<file path="src/rtl/cpu_pkg.sv">
// Definitions shared by the fetch stage and the decode-side immediate extender.
// Holds opcode constants, extension-type codes and the default reset PC.
package cpu_pkg;

    localparam logic [5:0]  OP_ANDI          = 6'h0C;
    localparam logic [5:0]  OP_ORI           = 6'h0D;
    localparam logic [5:0]  OP_XORI          = 6'h0E;

    localparam logic [31:0] DEFAULT_RESET_PC = 32'h0000_0000;

    typedef enum logic [1:0] {
        EXT_SIGN = 2'b00,
        EXT_ZERO = 2'b11
    } ext_type_e;

    typedef struct packed {
        logic [31:0] pc;
        logic [31:0] instr;
    } fetch_entry_t;

    // Only the logical immediates zero-extend; everything else sign-extends.
    function automatic ext_type_e ext_type_of(input logic [31:0] instr);
        logic [5:0] op;
        op = instr[31:26];
        if (op == OP_ANDI || op == OP_ORI || op == OP_XORI) begin
            return EXT_ZERO;
        end
        return EXT_SIGN;
    endfunction

endpackage

</file>
<file path="src/rtl/fetch_queue.sv">
// Small synchronous FIFO with flush; head entry is presented combinationally.
// Push while full is accepted only if a pop happens in the same cycle.
module fetch_queue #(
    parameter int WIDTH = 32,
    parameter int DEPTH = 2,
    localparam int PTR_W = (DEPTH > 1) ? $clog2(DEPTH) : 1,
    localparam int CNT_W = $clog2(DEPTH + 1)
) (
    input  logic             clk,
    input  logic             rst_n,
    input  logic             flush,
    input  logic             push,
    input  logic [WIDTH-1:0] push_data,
    input  logic             pop,
    output logic [WIDTH-1:0] head_data,
    output logic             full,
    output logic             empty,
    output logic [CNT_W-1:0] count
);

    logic [WIDTH-1:0] mem_q [DEPTH];
    logic [WIDTH-1:0] mem_d [DEPTH];
    logic [PTR_W-1:0] wr_ptr_q, wr_ptr_d;
    logic [PTR_W-1:0] rd_ptr_q, rd_ptr_d;
    logic [CNT_W-1:0] count_q, count_d;
    logic             do_push, do_pop;

    function automatic logic [PTR_W-1:0] ptr_inc(input logic [PTR_W-1:0] p);
        return (p == PTR_W'(DEPTH - 1)) ? '0 : p + PTR_W'(1);
    endfunction

    assign full      = (count_q == CNT_W'(DEPTH));
    assign empty     = (count_q == '0);
    assign count     = count_q;
    assign head_data = mem_q[rd_ptr_q];

    always_comb begin
        do_pop   = pop && !empty;
        do_push  = push && (!full || do_pop);
        mem_d    = mem_q;
        wr_ptr_d = wr_ptr_q;
        rd_ptr_d = rd_ptr_q;
        count_d  = count_q;
        if (flush) begin
            wr_ptr_d = '0;
            rd_ptr_d = '0;
            count_d  = '0;
        end else begin
            if (do_push) begin
                mem_d[wr_ptr_q] = push_data;
                wr_ptr_d        = ptr_inc(wr_ptr_q);
            end
            if (do_pop) begin
                rd_ptr_d = ptr_inc(rd_ptr_q);
            end
            count_d = count_q + CNT_W'(do_push) - CNT_W'(do_pop);
        end
    end

    always_ff @(posedge clk or negedge rst_n) begin
        if (!rst_n) begin
            for (int i = 0; i < DEPTH; i++) begin
                mem_q[i] <= '0;
            end
            wr_ptr_q <= '0;
            rd_ptr_q <= '0;
            count_q  <= '0;
        end else begin
            mem_q    <= mem_d;
            wr_ptr_q <= wr_ptr_d;
            rd_ptr_q <= rd_ptr_d;
            count_q  <= count_d;
        end
    end

endmodule

</file>
<file path="src/rtl/fetch_unit.sv">
// Instruction fetch stage: PC sequencing, in-order memory requests, a small
// instruction queue toward decode, and redirect handling with stale-response discard.
module fetch_unit
    import cpu_pkg::*;
#(
    parameter logic [31:0] RESET_PC = DEFAULT_RESET_PC,
    parameter int          DEPTH    = 2
) (
    input  logic        clk,
    input  logic        rst_n,
    output logic        imem_req_valid,
    input  logic        imem_req_ready,
    output logic [31:0] imem_addr,
    input  logic        imem_resp_valid,
    input  logic [31:0] imem_resp_data,
    input  logic        redirect_valid,
    input  logic [31:0] redirect_pc,
    output logic        id_valid,
    input  logic        id_ready,
    output logic [31:0] id_instr,
    output logic [31:0] id_pc,
    output logic [15:0] id_imm,
    output logic [1:0]  id_ext_type
);

    localparam int CNT_W = $clog2(DEPTH + 1);
    localparam int SUM_W = CNT_W + 1;

    logic [31:0]      pc_q, pc_d;
    logic [CNT_W-1:0] inflight_q, inflight_d;
    logic [CNT_W-1:0] discard_q, discard_d;

    logic             accept, resp, pop_ok, keep_resp, issue_ok;
    logic [SUM_W-1:0] load;

    logic [31:0]      pcq_head;
    logic             pcq_full, pcq_empty;
    logic [CNT_W-1:0] pcq_count;

    fetch_entry_t     iq_push_data, iq_head;
    logic             iq_full, iq_empty;
    logic [CNT_W-1:0] iq_count;

    logic             unused_flags;

    always_comb begin
        pop_ok    = !iq_empty && id_ready && !redirect_valid;
        // Outstanding plus buffered work is capped so a response always finds room.
        load      = SUM_W'(inflight_q) + SUM_W'(iq_count) - SUM_W'(pop_ok);
        issue_ok  = (load < SUM_W'(DEPTH));
        imem_req_valid = rst_n && issue_ok && !redirect_valid;
        accept    = imem_req_valid && imem_req_ready;
        resp      = imem_resp_valid;
        keep_resp = resp && (discard_q == '0) && !redirect_valid;

        inflight_d = inflight_q + CNT_W'(accept) - CNT_W'(resp);

        discard_d = discard_q;
        if (redirect_valid) begin
            discard_d = inflight_d;
        end else if (resp && discard_q != '0) begin
            discard_d = discard_q - CNT_W'(1);
        end

        pc_d = pc_q;
        if (redirect_valid) begin
            pc_d = {redirect_pc[31:2], 2'b00};
        end else if (accept) begin
            pc_d = pc_q + 32'd4;
        end

        iq_push_data.pc    = pcq_head;
        iq_push_data.instr = imem_resp_data;
    end

    always_ff @(posedge clk or negedge rst_n) begin
        if (!rst_n) begin
            pc_q       <= RESET_PC;
            inflight_q <= '0;
            discard_q  <= '0;
        end else begin
            pc_q       <= pc_d;
            inflight_q <= inflight_d;
            discard_q  <= discard_d;
        end
    end

    fetch_queue #(
        .WIDTH (32),
        .DEPTH (DEPTH)
    ) u_pc_queue (
        .clk       (clk),
        .rst_n     (rst_n),
        .flush     (1'b0),
        .push      (accept),
        .push_data (pc_q),
        .pop       (resp),
        .head_data (pcq_head),
        .full      (pcq_full),
        .empty     (pcq_empty),
        .count     (pcq_count)
    );

    fetch_queue #(
        .WIDTH ($bits(fetch_entry_t)),
        .DEPTH (DEPTH)
    ) u_instr_queue (
        .clk       (clk),
        .rst_n     (rst_n),
        .flush     (redirect_valid),
        .push      (keep_resp),
        .push_data (iq_push_data),
        .pop       (pop_ok),
        .head_data (iq_head),
        .full      (iq_full),
        .empty     (iq_empty),
        .count     (iq_count)
    );

    assign imem_addr   = pc_q;
    assign id_valid    = !iq_empty;
    assign id_instr    = iq_head.instr;
    assign id_pc       = iq_head.pc;
    assign id_imm      = iq_head.instr[15:0];
    assign id_ext_type = ext_type_of(iq_head.instr);

    assign unused_flags = ^{pcq_full, pcq_empty, pcq_count, iq_full, redirect_pc[1:0]};

endmodule

</file>
<file path="config.mk">
export PLATFORM = sky130hd
export DESIGN_NAME = fetch_unit
export DESIGN_NICKNAME = d
export VERILOG_FILES = /design/src/rtl/cpu_pkg.sv /design/src/rtl/fetch_queue.sv /design/src/rtl/fetch_unit.sv
export SDC_FILE = /design/constraint.sdc
export NUM_CORES = 1
export LEC_CHECK = 0
export ABC_AREA = 1
export ABC_CLOCK_PERIOD_IN_PS = 3500
export CORE_MARGIN = 2
export CORE_UTILIZATION = 54
export DETAILED_ROUTE_END_ITERATION = 12
export MAX_ROUTING_LAYER = met4
export PLACE_DENSITY = 0.81
export SLEW_MARGIN = 20
export SYNTH_ARGS = -nofsm -noshare
export SYNTH_HDL_FRONTEND = slang
export SYNTH_SLANG_ARGS = --single-unit
</file>
<file path="constraint.sdc">
create_clock -name clk -period 3.5 [get_ports clk]
set_input_delay 0.525 -clock clk [delete_from_list [all_inputs] [get_ports clk]]
set_output_delay 0.525 -clock clk [all_outputs]
set_load 0.01 [all_outputs]
</file>
==> results of run 1 <==
==> synth_stat cells <==
cell type    n
xor2_1       7
nor2_2       1
clkinv_1     1
nor2_8       1
buf_6        1
nand3b_4     1
nand2_2      1
o21ai_0    124
buf_1        4
or2_2        2
a21oi_1      3
fa_1         1
inv_2        4
nand4_1      1
conb_1       1
clkbuf_1    37
o21bai_1     7
o21ai_1      8
nor3_1       2
buf_2       25
and2_1       2
nand2_1    691
nand3_1    134
buf_4       28
dfrtp_1    226
ha_1        10
inv_1      120
nor2_1      47
xnor2_1      7
o211ai_1     1
clkbuf_2     1
==> power by group through the flow <==
| stage | Clock (mW) | Combinational [mW] | Sequential (mW) |
|---|---|---|---|
| floorplan | 0 | 2.28 | 4.01 |
| global placement | 0 | 3.68 | 4.09 |
| detailed placement | 0 | 3.80 | 4.13 |
| CTS | 2.90 | 3.83 | 4.10 |
| global route | 3.01 | 4.27 | 4.23 |
| finish | 2.87 | 3.81 | 4.12 |
==> area by class of cell <==
class | count | area (µm²) | area share (%)
sequential | 226 | 5660 | 40.5
multi-input combinational | 1055 | 4570 | 32.7
timing repair buffer | 206 | 2040 | 14.6
clock buffer | 32 | 692 | 4.95
inverter | 125 | 469 | 3.36
tap | 270 | 338 | 2.42
clock inverter | 12 | 214 | 1.53
==> worst max-delay path, cell delays in order, from the launching register on <==
cell and delay, ns:
dfrtp_2 0.56, buf_4 0.41, buf_4 0.41, nand2_1 0.10, o21ai_0 0.13, clkdlybuf4s50_1 0.59
==> logic make-up (layout without fill, tap and decap cells) <==
family                   count (synthesis)  count (layout)  share of synthesized area [%]
AND/OR/NAND/NOR                        883             883                           31.6
flip-flops                             226             226                           50.6
buffers and inverters                  221             375                           8.72
AO/OA/AOI/OAI                          143             143                           6.59
XOR/XNOR                                14              14                           1.10
adder cells (fa/ha/maj)                 11              11                           1.30
other                                    1               4                         0.0336
==> per-stage QoR <==
step                      utilization, %  worst slack [ns]  hold slack (ns)
final                               68.8             0.238            0.188
after global routing                68.8            0.0568            0.292
after CTS                           68.8           0.00549            0.234
after detailed placement            64.3             0.119            0.458
after global placement              64.3             0.170            0.453
after floorplan                        -            0.0432            0.229
==> flip-flops by register name, summed over array words and instances, names as in the netlist <==
register,cells
inflight_q,2
u_instr_queue.count,2
u_instr_queue.mem_q,124
imem_addr,30
u_instr_queue.wr_ptr_q,1
discard_q,2
u_instr_queue.rd_ptr_q,1
u_pc_queue.rd_ptr_q,1
u_pc_queue.mem_q,60
u_pc_queue.wr_ptr_q,1
u_pc_queue.count,2
==> path summary, 6_finish.rpt <==
kind / start / endpoint / slack (ns) / depth (start not counted)
min reg2reg: u_pc_queue.mem_q[49]$_DFFE_PN0P_ / u_pc_queue.mem_q[49]$_DFFE_PN0P_ / 0.47 / 2
max in group asynchronous: rst_n / imem_addr[2]$_DFFE_PN0P_ / 2.51 / 2
min in group clk: u_pc_queue.mem_q[49]$_DFFE_PN0P_ / u_pc_queue.mem_q[49]$_DFFE_PN0P_ / 0.47 / 2
max: u_instr_queue.rd_ptr_q$_DFFE_PN0P_ / id_pc[21] / 0.24 / 5
max reg2reg: u_instr_queue.count[0]$_DFF_PN0_ / discard_q[1]$_DFFE_PN0P_ / 0.44 / 17
min: rst_n / u_pc_queue.mem_q[8]$_DFFE_PN0P_ / 0.19 / 2
==> routing by layer <==
metal	track usage, %	part of all wire, %	up-vias
met3	3.18	6.7	45
met1	35.3	44	4597
li1	-	-	4898
met4	7.05	2.1	0
met5	-	0	-
met2	41.7	47	378
==> repair_timing <==
| item | 4_1_cts | 5_1_grt |
|---|---|---|
| endpoints found under the setup margin | 0 | 1 |
| buffers inserted | 0 | 1 |
| resized for setup | 0 | 2 |
==> run_results.csv, run 1 <==
group,metric,value,unit
worst_setup_path,cp.required,2.97,ns
pwr,power,10.8,mW
pwr,seq_power_share,38.1,%
worst_setup_path,worstSetupEndpointType,"primary output",
cells_and_area,fin_area,14000,µm²
cells_and_area,final_cell_mix,"nand2_1 (689), dfrtp_1 (225), clkdlybuf4s50_1 (177), nand3_1 (134), o21ai_0 (124)",
worst_setup_path,critPathLaunchType,"register",
yosys,synth_cell_type_count,31,
cts,clk-insertion-delay-late,0.51,ns
sta,rsz0062_at_grt,"false",
cts,clk_pin_slew,0.06,ns
pwr,p_clk_share,26.6,%
global_routing,grt_usage,25.9,%
cells_and_area,final_nets,1719,
sta,hold_viol_final,0,
yosys,synth_top_area_cell,"dfrtp_1",
sta,finalSetupViolCount,0,
yosys,ys_ff_latch,226,
pwr,intPower,7.07,mW
min_path,hold_path_class,"input port to async pin",
pwr,leakagePower,7.14,nW
sta,tightest_slew,0.995,ns
place,io_buffers,179,
detailed_routing,vias,9918,
sta,fmax,0.307,GHz
floorplanning,rows,52,
yosys,yosysSeqAreaShare,50.6,%
detailed_routing,routed_via_density,5.15,
sta,fin_tns_setup,0,ns
sta,fin_skew,0.00854,ns
cts,cts_root_buf,"clkbuf_16",
floorplanning,initial_core_util,55.0,%
pwr,p_sw,3.73,mW
global_routing,overflow,0,
floorplanning,die_width,148,µm
cts,cts_tree,"yes",
yosys,syn_avg_cell_area,7.45,µm²
floorplanning,chipHeight,148,µm
place,postPlaceCellArea,13100,µm²
cells_and_area,stdcell_count,1926,
yosys,ys_top_cells_by_area,"dfrtp_1 (51%), nand2_1 (23%), nand3_1 (6.0%)",
floorplanning,die_area,21900,µm²
pwr,swShare,34.5,%
detailed_routing,avgRoutedWirePerCell,14.1,µm
detailed_routing,drt_pass1_iterations,5,
cts,clock-sinks,226,
global_routing,grt_pass1_vias,9589,
cells_and_area,drive_above_1_share,5.07,%
pwr,cellPowerDensity,773,nW/µm²
flow_run,drv_cap,0,
pwr,pwr-share-comb,35.3,%
cts,cts_buffers,24,
global_routing,grt_antenna_before_repair,0,
place,dpl.cell_count,1881,
place,gp_routability_congestion,0.880,
yosys,yosys_warnings,0,
sta,relSlewSlack,33.6,%
pwr,ir_drop,402,µV
yosys,syn_inst,1499,
global_routing,grt_pass1_wl,45500,µm
cells_and_area,area_delta_synth_final,25.1,%
global_routing,grt_max_degree,149,
floorplanning,ios,186,
floorplanning,core,20300,µm²
sta,period_minus_slack,3.26,ns
detailed_routing,drc,0,
cts,ctsHoldBuffers,0,
sta,fin_crit_sh,93.2,%
cells_and_area,layout_commonest_cell,"nand2_1",
worst_setup_path,critPathArrivalTime,2.74,ns
yosys,syn_area,11200,µm²
cells_and_area,antenna_cells,0,
yosys,yosysTopAreaCellShare,50.6,%
worst_setup_path,crit_type,"register to primary output",
cts,cts.htree.levels,1,
sta,finalMaxSlewViolations,0,
detailed_routing,drtIter0Drc,724,
place,dp.final_hpwl,17800,µm
cells_and_area,nFillCells,1648,
run_status,status,"finished clean",
detailed_routing,drt-total-wl,27200,µm
worst_setup_path,cp_max_fo,41,
detailed_routing,antenna_left,0,
cts,clock_path_buffers,3,
No activity file was read; power rests on OpenSTA's default activity.
==> run 2: changes to the inputs <==
--- a/config.mk
+++ b/config.mk
@@ -10,3 +10,3 @@
 export CORE_MARGIN = 2
-export CORE_UTILIZATION = 54
+export CORE_UTILIZATION = 55
 export DETAILED_ROUTE_END_ITERATION = 12
@@ -17,2 +17,3 @@
 export SYNTH_HDL_FRONTEND = slang
+export SYNTH_HIERARCHICAL = 1
 export SYNTH_SLANG_ARGS = --single-unit
--- a/constraint.sdc
+++ b/constraint.sdc
@@ -3,2 +3,2 @@
 set_output_delay 0.525 -clock clk [all_outputs]
-set_load 0.01 [all_outputs]
+set_load 0.1 [all_outputs]
==> run 2 against run 1 <==
  * Design area increased by 6.3%
  * Core utilization decreased by 3.0 points
  * Register-to-register slack got worse by 0.11 ns
  * Clock-buffer cell count decreased by 1
  * Maximum frequency decreased by 0.55%
  * Via count increased by 15%
  * Synthesized area increased by 13%
  * Hold slack improved by 0.26 ns
==> run_results.csv, run 2 <==
group,metric,value,unit
floorplanning,die_width,155,µm
detailed_routing,antenna_left,0,
detailed_routing,drc,0,
worst_setup_path,reg2reg_depth,17,
global_routing,grt_pass1_vias,10700,
pwr,power,13.0,mW
place,dp.final_hpwl,20200,µm
cts,clk-insertion-delay-late,0.52,ns
pwr,cellPowerDensity,876,nW/µm²
floorplanning,chipHeight,155,µm
pwr,p_clk_share,19.5,%
cells_and_area,area_delta_synth_final,17.8,%
yosys,syn_avg_cell_area,7.61,µm²
sta,fin_skew,0.0126,ns
cts,clock-sinks,234,
yosys,yosys_warnings,6,
floorplanning,ios,186,
global_routing,overflow,0,
worst_setup_path,worstReg2RegEnd,"discard_q[1]$_DFFE_PN0P_",
worst_setup_path,worstSetupEndpointType,"primary output",
pwr,pwr-share-comb,50.8,%
global_routing,grt_max_degree,159,
place,dp_worst_setup_slack,0.0446,ns
sta,fin_crit_sh,93.7,%
floorplanning,rows,55,
flow_run,drv_cap,0,
sta,finalHoldWorstSlack,0.452,ns
floorplanning,initial_core_util,55.9,%
cts,cts_tree,"yes",
run_status,status,"finished clean",
global_routing,grt_antenna_before_repair,0,
cts,cts_root_buf,"clkbuf_16",
worst_setup_path,cp.required,2.97,ns
sta,tightest_slew,1.14,ns
worst_setup_path,critPathBufInv,3,
detailed_routing,vias,11500,
cts,clk_pin_slew,0.06,ns
cts,cts.htree.levels,1,
worst_setup_path,critPathTopFamily,"adder cells",
worst_setup_path,r2r_start,"u_instr_queue/count[1]$_DFF_PN0_",
detailed_routing,drt-total-wl,32300,µm
floorplanning,core,22600,µm²
place,postPlaceCellArea,14100,µm²
detailed_routing,drt_pass1_iterations,5,
place,dpl.cell_count,2022,
worst_setup_path,crit_path_end,"imem_req_valid",
global_routing,grt_usage,27.4,%
detailed_routing,drtIter0Drc,1130,
detailed_routing,avgRoutedWirePerCell,15.6,µm
sta,relSlewSlack,24.0,%
sta,finalMaxSlewViolations,0,
cts,clock_path_buffers,3,
sta,final.setup.worst_slack,0.220,ns
worst_setup_path,cp_max_fo,6,
cells_and_area,antenna_cells,0,
pwr,seq_power_share,29.7,%
cells_and_area,final_cell_mix,"nand2_1 (827), dfrtp_1 (233), nand4_1 (192), clkdlybuf4s50_1 (96), buf_4 (95)",
place,gp_routability_congestion,0.848,
global_routing,grt_pass1_wl,53100,µm
sta,period_minus_slack,3.28,ns
cells_and_area,stdcell_count,2063,
min_path,hold_path_class,"input port to async pin",
pwr,swShare,51.8,%
pwr,leakagePower,7.94,nW
pwr,ir_drop,571,µV
worst_setup_path,critical-path-max-stage-delay,0.49,ns
pwr,p_sw,6.74,mW
cells_and_area,regMostFlops,"u_instr_queue/mem_q",
yosys,syn_area,12600,µm²
worst_setup_path,crit_type,"register to primary output",
cells_and_area,layout_commonest_cell,"nand2_1",
yosys,syn_inst,1658,
sta,fmax,0.305,GHz
sta,finalSetupViolCount,0,
place,io_buffers,181,
worst_setup_path,cp_num_cells,11,
worst_setup_path,crit_chain,"nor2_2 -> clkinvlp_4 -> nand2_1 -> nor2_1 -> ha_1 -> inv_1 -> nand2_1 -> fa_1 -> nand3_2 -> nor2_2 -> buf_12",
cells_and_area,drive_above_1_share,11.9,%
detailed_routing,routed_via_density,5.55,
cells_and_area,largest_reg_flops,128,
worst_setup_path,startpoint,"u_instr_queue/count[1]$_DFF_PN0_",
cts,cts_buffers,25,
floorplanning,die_area,24200,µm²
cts,cts-resized-gates,0,
worst_setup_path,crit_slowest_cell,"fa_1",
sta,rsz0062_at_grt,"false",
worst_setup_path,critPathLaunchType,"register",
cells_and_area,final_nets,1846,
worst_setup_path,critPathArrivalTime,2.75,ns
worst_setup_path,rrSetupSlack,0.33,ns
cells_and_area,fin_area,14900,µm²
pwr,intPower,6.27,mW
sta,hold_viol_final,0,
-- run 2: how the worst min path moves through the flow --
stage	startpoint	to	slack (ns)	cells past startpoint
2_1_floorplan	rst_n	discard_q[0]$_DFFE_PN0P_	0.23	0
3_5_place_dp	rst_n	u_instr_queue/mem_q[30]$_DFFE_PN0P_	0.39	1
4_1_cts	rst_n	u_instr_queue/mem_q[30]$_DFFE_PN0P_	0.46	2
5_1_grt	rst_n	u_instr_queue/mem_q[95]$_DFFE_PN0P_	0.47	2
6_report	rst_n	u_instr_queue/mem_q[30]$_DFFE_PN0P_	0.45	2
3_3_place_gp	rst_n	u_instr_queue/mem_q[30]$_DFFE_PN0P_	0.39	1
-- run 2: layout make-up --
| type | instances | area, µm² |
|---|---|---|
| Inverter | 68 | 263 |
| Multi-Input combinational cell | 1232 | 5690 |
| Clock buffer | 31 | 678 |
| Fill cell | 1885 | 7710 |
| Sequential cell | 234 | 5860 |
| Tap cell | 285 | 357 |
| Timing Repair Buffer | 204 | 1920 |
| Clock inverter | 9 | 98.8 |
-- run 2: repair_timing --
| item | in CTS | in global routing |
|---|---|---|
| hold endpoints to repair | 23 | 0 |
| hold buffers | 1 | 0 |
| setup buffers | 0 | 0 |
-- run 2: per-layer routing --
layer / GRT usage (%) / vias up / routed length, µm
met5: - / - / 0
met4: 7.08 / 0 / 565
met3: 3.26 / 44 / 2330
met2: 43.7 / 481 / 15400
met1: 37.6 / 5386 / 14000
li1: - / 5539 / -
-- run 2: power by group through the flow --
stage	clock (mW)	combinational, mW	sequential (mW)
global route	2.68	6.98	3.96
CTS	2.57	6.63	3.86
floorplan	0	4.99	4.20
detailed placement	0	6.61	3.90
global placement	0	6.52	3.87
finish	2.54	6.61	3.87
-- run 2: per-stage QoR --
| step | utilization (%) | TNS (ns) |
|---|---|---|
| after global placement | 62.4 | 0 |
| after CTS | 65.8 | 0 |
| final | 65.8 | 0 |
| after detailed placement | 62.4 | 0 |
| after floorplan | - | -0.270 |
| after global routing | 65.8 | 0 |
==> run 3: changes to the inputs <==
- GPL_ROUTABILITY_DRIVEN: unset -> 0
==> results of run 3 <==
No change in the layout: final DEF, timing and power equal those of run 2.
